## config.mk

```make
export PLATFORM = sky130hd
export DESIGN_NAME = lcd_write_sequencer
export DESIGN_NICKNAME = d
export VERILOG_FILES = /design/src/rtl/lcd_pkg.sv /design/src/rtl/lcd_tick_edge.sv /design/src/rtl/lcd_write_sequencer.sv
export SDC_FILE = /design/constraint.sdc
export NUM_CORES = 1
export LEC_CHECK = 0
export ABC_AREA = 1
export CORE_MARGIN = 5
export CORE_UTILIZATION = 48
export DETAILED_ROUTE_END_ITERATION = 8
export DONT_BUFFER_PORTS = 1
export GPL_TIMING_DRIVEN = 0
export PLACE_DENSITY = 0.64
export REMOVE_ABC_BUFFERS = 1
export SLEW_MARGIN = 20
export SYNTH_ARGS = -nofsm -noshare
export SYNTH_HDL_FRONTEND = slang
export SYNTH_HIERARCHICAL = 1
export SYNTH_SLANG_ARGS = --single-unit
```

## constraint.sdc

```tcl
create_clock -name clk -period 0.9 [get_ports clk]
set_input_delay 0.18 -clock clk [delete_from_list [all_inputs] [get_ports clk]]
set_output_delay 0.18 -clock clk [all_outputs]
set_load 0.02 [all_outputs]
```

## src/rtl/lcd_pkg.sv

```systemverilog
// Shared definitions for the HD44780-style LCD write path.
//   lcd_state_t    : write sequencer FSM states
//   LCD_INIT_LEN   : number of bytes in the power-on init sequence
//   LCD_* bytes    : init command encodings
//   LCD_RS_*       : register-select encodings
//   lcd_init_byte(): init ROM lookup by index
package lcd_pkg;

    typedef enum logic [2:0] {
        StResetWait,
        StInitLoad,
        StIdle,
        StSetup,
        StEHigh,
        StELow
    } lcd_state_t;

    localparam int unsigned LCD_INIT_LEN = 7;

    localparam logic [7:0] LCD_FUNC_SET = 8'h38; // 8-bit bus, 2 lines, 5x8 font
    localparam logic [7:0] LCD_DISP_ON  = 8'h0C; // display on, cursor off
    localparam logic [7:0] LCD_CLEAR    = 8'h01;
    localparam logic [7:0] LCD_ENTRY    = 8'h06; // increment, no shift

    localparam logic LCD_RS_CMD  = 1'b0;
    localparam logic LCD_RS_DATA = 1'b1;

    // Function set is repeated four times; indices past the end also map to it.
    function automatic logic [7:0] lcd_init_byte(input logic [2:0] idx);
        logic [7:0] b;
        case (idx)
            3'd4:    b = LCD_DISP_ON;
            3'd5:    b = LCD_CLEAR;
            3'd6:    b = LCD_ENTRY;
            default: b = LCD_FUNC_SET;
        endcase
        return b;
    endfunction

endpackage

```

## src/rtl/lcd_tick_edge.sv

```systemverilog
// Rising-edge detector turning the LCD clock divider MSB into one-clk strobes.
//   clk      : system clock
//   rst      : synchronous active-high reset
//   tick_src : divider MSB, same clock domain (edge source only)
//   strobe   : one clk high per 0->1 transition of tick_src
// The previous-value register resets to 1 so a source already high at reset
// release does not produce a spurious strobe.
module lcd_tick_edge (
    input  logic clk,
    input  logic rst,
    input  logic tick_src,
    output logic strobe
);

    logic tick_prev_q;

    always_ff @(posedge clk) begin
        if (rst) begin
            tick_prev_q <= 1'b1;
        end else begin
            tick_prev_q <= tick_src;
        end
    end

    assign strobe = tick_src & ~tick_prev_q;

endmodule

```

## src/rtl/lcd_write_sequencer.sv

```systemverilog
// Byte-level write engine for an HD44780-style character LCD (8-bit bus, write-only).
// Runs the power-on init sequence, then writes host bytes accepted over valid/ready,
// each with a SETUP / E high / E low phase of one divider strobe period apiece.
//   clk, rst            : clock, synchronous active-high reset
//   tick_src            : LCD clock divider MSB (edge source)
//   in_valid/in_ready   : host byte handshake
//   in_rs, in_data      : register select (0 cmd, 1 data) and byte
//   lcd_e/rs/rw/db      : LCD bus, rw tied low
//   init_done           : init complete, sticky until reset
// Build option: define LCD_INIT_SEQ_EN to include the power-on wait and init ROM.
// Without it the block comes up idle one clk after reset and the host sends init.
module lcd_write_sequencer
    import lcd_pkg::*;
#(
    parameter int unsigned INIT_WAIT_TICKS = 8
) (
    input  logic       clk,
    input  logic       rst,
    input  logic       tick_src,
    input  logic       in_valid,
    output logic       in_ready,
    input  logic       in_rs,
    input  logic [7:0] in_data,
    output logic       lcd_e,
    output logic       lcd_rs,
    output logic       lcd_rw,
    output logic [7:0] lcd_db,
    output logic       init_done
);

    logic strobe;

    lcd_tick_edge u_tick_edge (
        .clk      (clk),
        .rst      (rst),
        .tick_src (tick_src),
        .strobe   (strobe)
    );

    lcd_state_t state_q, state_d;
    logic       e_q, e_d;
    logic       rs_q, rs_d;
    logic [7:0] db_q, db_d;
    logic       init_done_q, init_done_d;

`ifdef LCD_INIT_SEQ_EN
    localparam int unsigned WaitW = (INIT_WAIT_TICKS > 1) ? $clog2(INIT_WAIT_TICKS) : 1;
    localparam logic [WaitW-1:0] WaitLast = WaitW'(INIT_WAIT_TICKS - 1);
    localparam logic [2:0] InitLast = 3'(LCD_INIT_LEN - 1);
    localparam lcd_state_t ResetState = StResetWait;

    logic [2:0]       idx_q, idx_d;
    logic [WaitW-1:0] wait_q, wait_d;
`else
    localparam lcd_state_t ResetState = StIdle;

    logic unused_wait_ticks;
    assign unused_wait_ticks = ^INIT_WAIT_TICKS;
`endif

    always_comb begin
        state_d     = state_q;
        rs_d        = rs_q;
        db_d        = db_q;
        init_done_d = init_done_q;
`ifdef LCD_INIT_SEQ_EN
        idx_d       = idx_q;
        wait_d      = wait_q;
`else
        // Nothing to initialise: ready from the first cycle out of reset.
        init_done_d = 1'b1;
`endif

        case (state_q)
`ifdef LCD_INIT_SEQ_EN
            StResetWait: begin
                if (strobe) begin
                    if (wait_q == WaitLast) begin
                        state_d = StInitLoad;
                    end else begin
                        wait_d = wait_q + WaitW'(1);
                    end
                end
            end
            StInitLoad: begin
                rs_d    = LCD_RS_CMD;
                db_d    = lcd_init_byte(idx_q);
                state_d = StSetup;
            end
`endif
            StIdle: begin
                if (in_valid && in_ready) begin
                    rs_d    = in_rs;
                    db_d    = in_data;
                    state_d = StSetup;
                end
            end
            StSetup: begin
                if (strobe) state_d = StEHigh;
            end
            StEHigh: begin
                if (strobe) state_d = StELow;
            end
            StELow: begin
                if (strobe) begin
`ifdef LCD_INIT_SEQ_EN
                    if (!init_done_q) begin
                        if (idx_q == InitLast) begin
                            state_d     = StIdle;
                            init_done_d = 1'b1;
                        end else begin
                            idx_d   = idx_q + 3'd1;
                            state_d = StInitLoad;
                        end
                    end else begin
                        state_d = StIdle;
                    end
`else
                    state_d = StIdle;
`endif
                end
            end
            default: state_d = ResetState;
        endcase

        // E is registered off the next state so it moves on the same edge as the FSM.
        e_d = (state_d == StEHigh);
    end

    always_ff @(posedge clk) begin
        if (rst) begin
            state_q     <= ResetState;
            e_q         <= 1'b0;
            rs_q        <= LCD_RS_CMD;
            db_q        <= 8'h00;
            init_done_q <= 1'b0;
`ifdef LCD_INIT_SEQ_EN
            idx_q       <= 3'd0;
            wait_q      <= '0;
`endif
        end else begin
            state_q     <= state_d;
            e_q         <= e_d;
            rs_q        <= rs_d;
            db_q        <= db_d;
            init_done_q <= init_done_d;
`ifdef LCD_INIT_SEQ_EN
            idx_q       <= idx_d;
            wait_q      <= wait_d;
`endif
        end
    end

    // init_done gating keeps ready low during the reset-release cycle.
    assign in_ready  = (state_q == StIdle) && init_done_q;
    assign lcd_e     = e_q;
    assign lcd_rs    = rs_q;
    assign lcd_rw    = 1'b0;
    assign lcd_db    = db_q;
    assign init_done = init_done_q;

endmodule

```

## Word level (Yosys, flattened, before mapping)

Index checks and enable logic that the tools add are counted.

- Add/sub/neg operators: 0
- $mul: 0
- Divide/modulo/power cells: 0
- Order comparisons: 0
- Equal/unequal tests: 5
- Shift-type cells: 0
- Mux-type cells: 6
- Bitwise operators: 2
- Reduce and logical (&&, ||, !) cells: 3

Operators by type and width:

| kind | count |
|---|---|
| 3-bit two-way mux | 4 |
| 3-bit one-hot mux with 4 select lines | 1 |
| 3-bit equality test (second input constant) | 3 |
| 3-bit by 2-bit equality test with 1-bit output (second input constant) | 2 |
| 1-bit logical AND | 2 |
| 2-bit AND reduction | 1 |
| 1-bit bitwise AND | 1 |
| 1-bit two-way mux | 1 |
| 1-bit NOT | 1 |

- Flip-flop bits (word level): 15
- Bits in latches: 0
- RAM bits: 0
- Bits in read-only memories: 0
- Input bits: 13
- Output and inout bits: 13
- Word-level logic and storage cells: 22
- Memories: 0

## Longest topological paths before layout

- Depth in word-level cells: 6
- Depth in mapped cells: 8
- Gate-level depth less buffers: 8

## Cells and area by module

The synthesis kept the hierarchy.

Modules (own cells, without submodules):

| module | instances | cells each | area an instance (sq um) |
|---|---|---|---|
| lcd_write_sequencer | 1 | 108 | 683.2 |
| lcd_tick_edge | 1 | 5 | 37.5 |

## Least setup slack after synthesis

OpenSTA, ideal clock, no wires.

- Path kind: flip-flop to flip-flop
- From: register init_done_q, in the netlist init_done
- To: register db_q[6], in the netlist lcd_db[6]
- Library setup time: 0.110 ns
- Arrival time: 0.994 ns
- Slack: -0.204 ns
- Stages on the path, launching flop included: 6
- Buffers on the path: 0
- Clock period less this slack: 1.104 ns
- Cells stage by stage: dfxtp_1 -> nand2_1 -> nor2_4 -> nand3_1 -> nand2_1 -> nor2_1

- Cells in the longest elaborated chain, start to end: 3

Ends and longest elaborated chain:

| what | line | text |
|---|---|---|
| start: declaration | lcd_write_sequencer.sv:44 | `logic init_done_q, init_done_d;` |
| start signal: assignment | lcd_write_sequencer.sv:146 | `init_done_q <= init_done_d;` |
| 1-bit logical AND | lcd_write_sequencer.sv:155 | `assign in_ready = (state_q == StIdle) && init_done_q;` |
| via in_ready | lcd_write_sequencer.sv:21 | `output logic in_ready,` |
| 1-bit logical AND | lcd_write_sequencer.sv:92 | `if (in_valid && in_ready) begin` |
| 2-bit AND reduction (no source line) | -- |  |
| end signal: assignment | lcd_write_sequencer.sv:135 | `db_q <= 8'h00;` |
| end signal: assignment | lcd_write_sequencer.sv:145 | `db_q <= db_d;` |
| end: declaration | lcd_write_sequencer.sv:43 | `logic [7:0] db_q, db_d;` |

The timed path passes the listed nets, and every way through them passes these cells.
A chain may end at the register's enable or synchronous reset.

## Worst setup path in the final report

- From: register state_q[2]
- To: output in_ready

- Cells in the longest elaborated chain, start to end: 2

Ends and longest elaborated chain:

| what | line | text |
|---|---|---|
| start: declaration | lcd_write_sequencer.sv:40 | `lcd_state_t state_q, state_d;` |
| start signal: assignment | lcd_write_sequencer.sv:132 | `state_q <= ResetState;` |
| start signal: assignment | lcd_write_sequencer.sv:142 | `state_q <= state_d;` |
| 3-bit by 2-bit equality test with 1-bit output | lcd_write_sequencer.sv:155 |  |
| 1-bit logical AND | lcd_write_sequencer.sv:155 |  |
| end: declaration | lcd_write_sequencer.sv:21 |  |

Every way passes these cells.

==> run summary <==
The flow ran to the end, but the final reports show violations. The final reports fail on setup timing. Clock-pin slew was measured on the worst setup and hold paths at 0.08 ns.

After technology mapping, the gate count stands at 113. Of the total power, the share spent switching nets is 29.9%. The run gives 0 as the number of nets with antenna violations after detailed routing. On the final layout, the worst hold slack is 0.0208 ns.

The minimum clock period after layout came out at 1.18 ns. Fill cells in the final layout number 156. The hold violation count in the final report is 0, and the standard cell core area is 0.00147 mm^2.

For the number of cell rows, the log shows 14. At the later pin of the worst-skew pair, clock insertion delay measures 0.28 ns. Setup repair after global routing could not meet its margin everywhere. The run gives 931 um as the wire length on met2. The number of buffers and inverters on the critical path is 1, and the floorplan die height is 48.8 um. Among all cell types in the netlist, the one instantiated most often is inv_1.

STA classifies the critical path startpoint as a flip-flop. The antenna diode instance count was 0. The initial core utilization came out at 49.0%. For this design, the sink count on the clock tree is 15. The path category of the worst min-delay check was input port to flip-flop. The number of optimization iterations in the first detailed-route pass came out at 3.

The setup slack at placement came out at -0.361 ns. Number of unique standard cell types used by synthesis: 15. The kind of cell with the highest combined delay along the critical path is flip-flops. The signed area change from the synthesized netlist to the final layout was 29.2%. In the synthesized netlist, the cells that appear most often are inv_1, nand2_1, dfxtp_1. The worst setup path is of the flip-flop to output port kind. The dominant synthesized flop cell was dfxtp_1.

The destination of the worst register-to-register timing path was lcd_db[2]. The die width was 48.8 um; the flop and latch count out of synthesis was 15. The tools report the type of element capturing the critical path as an output port. The fraction of synthesized cell area taken by the top area cell type works out to 41.7%. The average wire length per cell after detail routing was 13.0 um.

Entering global routing, the biggest net connects 12 pins. For the final-report max-slew violation count, the log shows 0. The boundary pin count is 26. The placed instance count is 125, and the required time reported for the critical path endpoint is 0.72 ns. The reg-to-reg critical path startpoint is init_done. The fraction of the yosys area taken by sequential cells was 41.7%; the maximum fanout along the worst path was 5.

Setup violations remaining at the end of the flow were counted as 12. Routability-driven placement finished with a final weighted congestion of 0.711. The run gives 0.00238 mm^2 as the die footprint. The slack of the worst reg-to-reg path is -0.23 ns. The critical path depth in cells was 3; the smallest setup slack after layout was -0.283 ns.

The tools report the internal power of the cells as 0.960 mW. Yosys mapped a number of flops with a built-in enable equal to 0. For this run, the post-layout net count is 135.

The logs give -2.21 ns for the final-layout setup total negative slack and 709 um^2 for the placed instance area. The buffer depth of the longest clock path came out at 2. Summed over all instances, the cell type with the most area after synthesis is dfxtp_1. Ranked by total cell area, the synthesized netlist is headed by dfxtp_1, inv_1, nand2_1. TritonCTS built the clock tree.

In the routed layout, each cell is associated on average with a via count of 4.74. Post-synth design cell area: 721 um^2. For the number of non-filler instances in the completed layout, the log shows 137. The routed layout has 650 vias. At the end of the flow the core is filled with cells to 63.3%. In the final layout, the multi-input gates occupy 355 um^2.

Combinational logic burns 16.0% of the power. The destination of the critical timing path is in_ready. For this design the static power due to leakage is 0.509 nW.

The cell depth of the worst flop-to-flop path came out at 6. For this block, wires on met1 add up to 654 um. In this run the power spent charging and discharging nets is 0.409 mW.

The share of synthesized registers carrying an async set or reset is 0%. The placed wire-length estimate came out at 895 um. On the worst path, the slowest cell contributes a delay of 0.34 ns. The share of cells above drive strength 1 was 39.7%; the first-pass GRT wire length was 2.82 mm.

The worst-case clock skew came out at 0.00371 ns. During synthesis, Yosys emitted a total of 6 warnings. The logs give 0.00103 V for the maximum resistive drop on vdd and 846 MHz for the achievable clock frequency. The final critical path takes up 131% of the cycle. On the critical path, the stage with the largest delay is an instance of dfxtp_2.

Summed over all layers, the global routing overflow is 0. The clock network burns 28.0% of the power. The count of buffers added on input and output ports is 0.

Initial antenna violation count: 0. The global routing usage summed across all routing layers was 15.8%. Power comes to 1.37 mW.

Max-cap violations in this run came to 0. The sequential cells in the finished layout cover a total of 325 um^2. The critical path goes through inv_2, nand2_4, nor2_4. Design area: 931 um^2.

Clock tree synthesis selected as its root buffer the cell clkbuf_4. Sequential cells burn 56.0% of the power. The worst setup path startpoint is state_q[2]. The tools report the wire length reported by the detailed router as 1.78 mm. After detailed routing, the number of remaining DRC violations is 0.

The highest metal layer used by the detailed router was met4. TritonCTS created 3 clock buffers. The met3 routed wirelength is 140 um, and the data arrival time of the worst path is 1.00 ns.

The total number of H-tree levels is 1, and the number of global-route vias before repair is 629. Averaged over all synthesized cells, the footprint is 6.38 um^2. Power density over cell area: 1470 mW/mm^2.

For this block, the initial DRC count from the detailed router was 9.
==> worst min path at each step <==
stage,from,to,depth (start not counted)
final,tick_src,u_tick_edge/tick_prev_q,2
after global routing,tick_src,u_tick_edge/tick_prev_q,2
after CTS,tick_src,u_tick_edge/tick_prev_q,2
after detailed placement,rst,state_q[0],1
after global placement,rst,state_q[0],1
after floorplan,rst,state_q[0],1
==> kinds of logic (layout without fill, tap and decap cells) <==
kind of cell / Yosys count / after routing / synth area share (%)
other: 1 / 1 / 0.520
DFF: 15 / 15 / 41.7
and+or+nand+nor: 55 / 57 / 33.5
buffers and inverters: 41 / 47 / 23.6
AOI/OAI and AO/OA: 1 / 1 / 0.694
==> power by group through the flow <==
stage / clock [mW] / combinational, mW / sequential, mW
3_5_place_dp: 0 / 0.145 / 0.780
4_1_cts: 0.396 / 0.204 / 0.769
3_3_place_gp: 0 / 0.141 / 0.779
6_report: 0.383 / 0.219 / 0.767
2_1_floorplan: 0 / 0.125 / 0.773
5_1_grt: 0.440 / 0.251 / 0.772
==> cell type report <==
class                           instances  area share, %
Inverter                               37           15.2
Tap cell                               16           2.15
Clock buffer                            4           2.82
Multi-Input combinational cell         59           38.2
Sequential cell                        15           34.9
Timing Repair Buffer                    6           6.72
==> per-layer routing <==
metal	up-vias	global-route usage [%]
li1	335	-
met1	285	16.9
met2	24	26.1
met3	6	5.83
met4	0	9.42
met5	-	0
==> layout by cell type, fill, tap and decap left out, types with 2 or more instances in the layout <==
master	netlist	final
buf_6	1	4
clkbuf_4	0	3
dfxtp_2	0	11
dfxtp_4	0	3
inv_1	36	33
inv_2	1	3
nand2_1	26	22
nand2_2	2	4
nand2_4	0	2
nand3_1	11	5
nand3_2	1	6
nand3_4	0	2
nor2_1	13	9
nor2_2	1	4
nor2_4	1	3
==> state kept, by name, summed over array words and instances, names as in the netlist <==
name / count
lcd_db: 8
state_q: 3
init_done: 1
lcd_e: 1
lcd_rs: 1
u_tick_edge/tick_prev_q: 1
==> repair_timing <==
item | CTS | global route
pin swaps | 7 | 9
cloned | 2 | 0
setup buffers | 6 | 0
resized for setup | 36 | 11
hold buffers | 1 | 0
hold endpoints to repair | 2 | 0
setup endpoints to repair | 23 | 17
Power figures use the tool's default switching activity.
